--- config.mk ---
export PLATFORM = sky130hd
export DESIGN_NAME = bypass_fifo2
export DESIGN_NICKNAME = d
export VERILOG_FILES = /design/src/rtl/bypass_fifo2.sv
export SDC_FILE = /design/constraint.sdc
export NUM_CORES = 1
export LEC_CHECK = 0
export BUFFER_PORTS_ARGS = -buffer_cell sky130_fd_sc_hd__buf_2
export CORE_AREA = 3 3 40 42
export CTS_CLUSTER_SIZE = 30
export DETAILED_ROUTE_END_ITERATION = 7
export DIE_AREA = 0 0 43 45
export SLEW_MARGIN = 20
export SYNTH_ARGS = -nofsm -noshare
export SYNTH_HDL_FRONTEND = slang
export SYNTH_SLANG_ARGS = --single-unit
export TNS_END_PERCENT = 5
--- constraint.sdc ---
create_clock -name CLK -period 3.25 [get_ports CLK]
set_clock_uncertainty 0.05 [all_clocks]
set_input_delay 0.1625 -clock CLK [delete_from_list [all_inputs] [get_ports CLK]]
set_output_delay 0.1625 -clock CLK [all_outputs]
set_load 0.02 [all_outputs]
--- src/rtl/bypass_fifo2.sv ---
// Two-entry FIFO with same-cycle bypass when empty, synchronous flush and a
// sticky protocol-violation flag. Self-contained: no package or sub-modules.
module bypass_fifo2 #(
    parameter int width = 1
) (
    input  logic             CLK,
    input  logic             RST_N,
    input  logic [width-1:0] D_IN,
    input  logic             ENQ,
    output logic             FULL_N,
    output logic [width-1:0] D_OUT,
    input  logic             DEQ,
    output logic             EMPTY_N,
    input  logic             CLR,
    output logic             ERR
);

    logic [1:0]       count;
    logic             head;
    logic             tail;
    logic [width-1:0] mem0;
    logic [width-1:0] mem1;

    logic             enq_ok;
    logic             deq_ok;
    logic             do_enq;
    logic             do_deq;
    logic             violation;

    assign FULL_N  = (count != 2'd2);
    assign EMPTY_N = (count != 2'd0) | ENQ;
    assign D_OUT   = (count == 2'd0) ? D_IN : (head ? mem1 : mem0);

    // When empty, a simultaneous enqueue/dequeue is a pure pass-through:
    // nothing is stored and no pointer moves.
    always_comb begin
        enq_ok    = ENQ & FULL_N;
        deq_ok    = DEQ & EMPTY_N;
        do_enq    = enq_ok & ~((count == 2'd0) & deq_ok);
        do_deq    = deq_ok & (count != 2'd0);
        violation = (ENQ & ~FULL_N) | (DEQ & ~EMPTY_N);
    end

    always_ff @(posedge CLK or negedge RST_N) begin
        if (!RST_N) begin
            count <= 2'd0;
            head  <= 1'b0;
            tail  <= 1'b0;
        end else if (CLR) begin
            count <= 2'd0;
            head  <= 1'b0;
            tail  <= 1'b0;
        end else begin
            count <= count + 2'(do_enq) - 2'(do_deq);
            if (do_enq)
                tail <= ~tail;
            if (do_deq)
                head <= ~head;
        end
    end

    // A flush cycle overrides ENQ/DEQ, so it cannot raise a violation.
    always_ff @(posedge CLK or negedge RST_N) begin
        if (!RST_N)
            ERR <= 1'b0;
        else if (!CLR && violation)
            ERR <= 1'b1;
    end

    // Entry storage is deliberately left out of reset.
    always_ff @(posedge CLK) begin
        if (!CLR && do_enq) begin
            if (tail)
                mem1 <= D_IN;
            else
                mem0 <= D_IN;
        end
    end

endmodule

==> results.cfg <==
[cells_and_area]
area_growth_pct = 22.12
antenna_cells = 0
layout_common_cells = buf_2, dfrtp_1, nor2_1
drive_gt1_frac = 0.3333
seq_area_um2 = 185.2
nNetsFinal = 57
multi_input_area_um2 = 197.7
layout_commonest_cell = buf_2
n_fill_cell = 135

[routing]
drtIter0Drc = 6
drc = 0
vias_per_cell = 4.333
drtPass1Iterations = 3
num_vias = 273
totalWireLength_um = 627
ant_nets = 0
routedWlPerCell_um = 9.952

[global_route]
grt_antenna_before_repair = 0
grt_pass1_wl_um = 1007
grt_usage = 0.07569
overflow = 0
grt_start_max_net_pins = 9
grt_pass1_vias = 239

[critical_path]
cp-start-kind = flip-flop
cp_common_cell = ha_1
cp-end-kind = flip-flop
max_stage_delay_ns = 0.47
crit_fanout = 8
cp.arrival_ns = 1.69
criticalPathCategory = flip-flop to flip-flop
worstPathCellList = o21a_2, ha_1, inv_1, ha_1, and2b_1
required_ns = 3.34
cp_slowest_cell = dfrtp_1

[yosys]
yosysSeqAreaShare = 0.4611
synthDistinctLibCells = 22
syn_nets = 43
synth_area_um2 = 401.6
yosysWarningCount = 0
synth_area_per_cell_um2 = 11.48
syn-instance-count = 35
ys_seq_elements = 7

[placement]
place_congestion = 0.6977
portBuffers = 9
dp_slack_ns = 1.653
dp_hpwl_um = 501.3

[run]
max_cap_violations = 0

[clocking]
cts_buffer_depth = 2
clk_pin_slew_ns = 0.05
postCtsHoldBufs = 1
htree_levels = 1
root_buffer = clkbuf_4
cts_setup_buffers = 0
cts_tree = yes
cts_resized = 0
numCtsBuffers = 3
clk_latency_ns = 0.25
cts.sinks = 7

[pwr]
power_density_nw_per_um2 = 712.9
p_leak_nw = 0.2305
irDropWorstVdd_v = 0.0002612

[sta]
fmax_mhz = 626.7
rsz0062_at_grt = no
hold_violations = 0
worstMarginPinSlew_ns = 0.2759
min_period_ns = 1.596
setup_viol = 0
worst_slack_ns = 1.654
max-slew-margin-rel = 0.8161
finalCritPeriodShare = 0.4909
slew_violations = 0
fin_tns_setup_ns = 0

[die]
fp.dieH_um = 45
core_area_um2 = 1285
die-area_um2 = 1935
rows = 13
ios = 10
die-width_um = 43
initial_core_util = 0.3126

[status]
outcome = complete, no violations

[min_path]
hold_class = input port to flip-flop
## cells in the mapped netlist (all sizes together)
master / number / area share
nand2: 1 / 0.0093
or3: 1 / 0.016
dfrtp: 5 / 0.31
o31ai: 1 / 0.019
o21a: 1 / 0.022
o21ai: 2 / 0.053
a21oi: 1 / 0.012
nor2: 5 / 0.065
ha: 2 / 0.062
inv: 2 / 0.019
or2b: 1 / 0.019
mux2i: 1 / 0.025
and2b: 2 / 0.037
nor3b: 2 / 0.037
buf: 1 / 0.028
xor2: 1 / 0.022
xnor2: 2 / 0.044
edfxtp: 2 / 0.15
mux2: 1 / 0.037
nor3: 1 / 0.012
## power breakdown
group          switching [mW]  leakage [nW]  internal [mW]
Sequential             0.0283        0.0802          0.109
Combinational          0.0680         0.135         0.0659
Clock                  0.0318        0.0150         0.0468
## cells by family after synthesis
family,Yosys count,share of synthesized area
and+or+nand+nor,13,0.1962
DFF,7,0.4611
AOI/OAI and AO/OA,5,0.1059
adders and majority gates,2,0.06230
xor gates and xnor gates,3,0.06543
buffers and inverters,3,0.04673
muxes,2,0.06230
## worst max-delay path, delay by kind of cell, from the launching register on
kind,cells,cell delay [ns]
and+or+nand+nor,1,0.15
buffers and inverters,1,0.04
AOI/OAI and AO/OA,1,0.26
adders and majority gates,2,0.52
DFF,1,0.47
## state kept, by name (all words and copies together), names as in the netlist
signal and count:
mem1 1, mem0 1, head 1, count 2, tail 1, ERR 1
## area by class of cell
cell class	count	area share
Sequential cell	7	0.3776
Tap cell	15	0.03827
Clock buffer	4	0.05357
Inverter	2	0.01531
Timing Repair Buffer	10	0.1122
Multi-Input combinational cell	25	0.4031
## through the flow
step           total power [mW]  area [um2]  hold WS (ns)  instances  utilization
5_1_grt                  0.3842       490.5       0.06202         63       0.3817
6_report                 0.3496       490.5       0.06715         63       0.3817
4_1_cts                  0.3574       490.5       0.06081         63       0.3817
3_3_place_gp             0.2753       454.2      -0.05948         58       0.3535
2_1_floorplan            0.2481       401.6       -0.1831         35            -
3_5_place_dp             0.2749       454.2      -0.06053         58       0.3535
## layer usage
layer / wire, um / share of wire / global-route usage
met1: 269 / 0.43 / 0.08189
met2: 285 / 0.45 / 0.1048
met3: 63 / 0.10 / 0.06375
met4: 8 / 0.013 / 0.03614
met5: 0 / 0 / 0
## final timing paths
kind / startpoint / to / slack (ns) / cells past startpoint
min reg2reg: ERR / ERR / 0.41 / 2
max in group asynchronous: RST_N / count[1] / 2.81 / 2
min in group asynchronous: RST_N / head / 0.20 / 2
max: count[1] / count[0] / 1.65 / 5
min: D_IN / mem1 / 0.07 / 1
max reg2reg: count[1] / count[0] / 1.65 / 5
(Power assumes the default switching activity.)
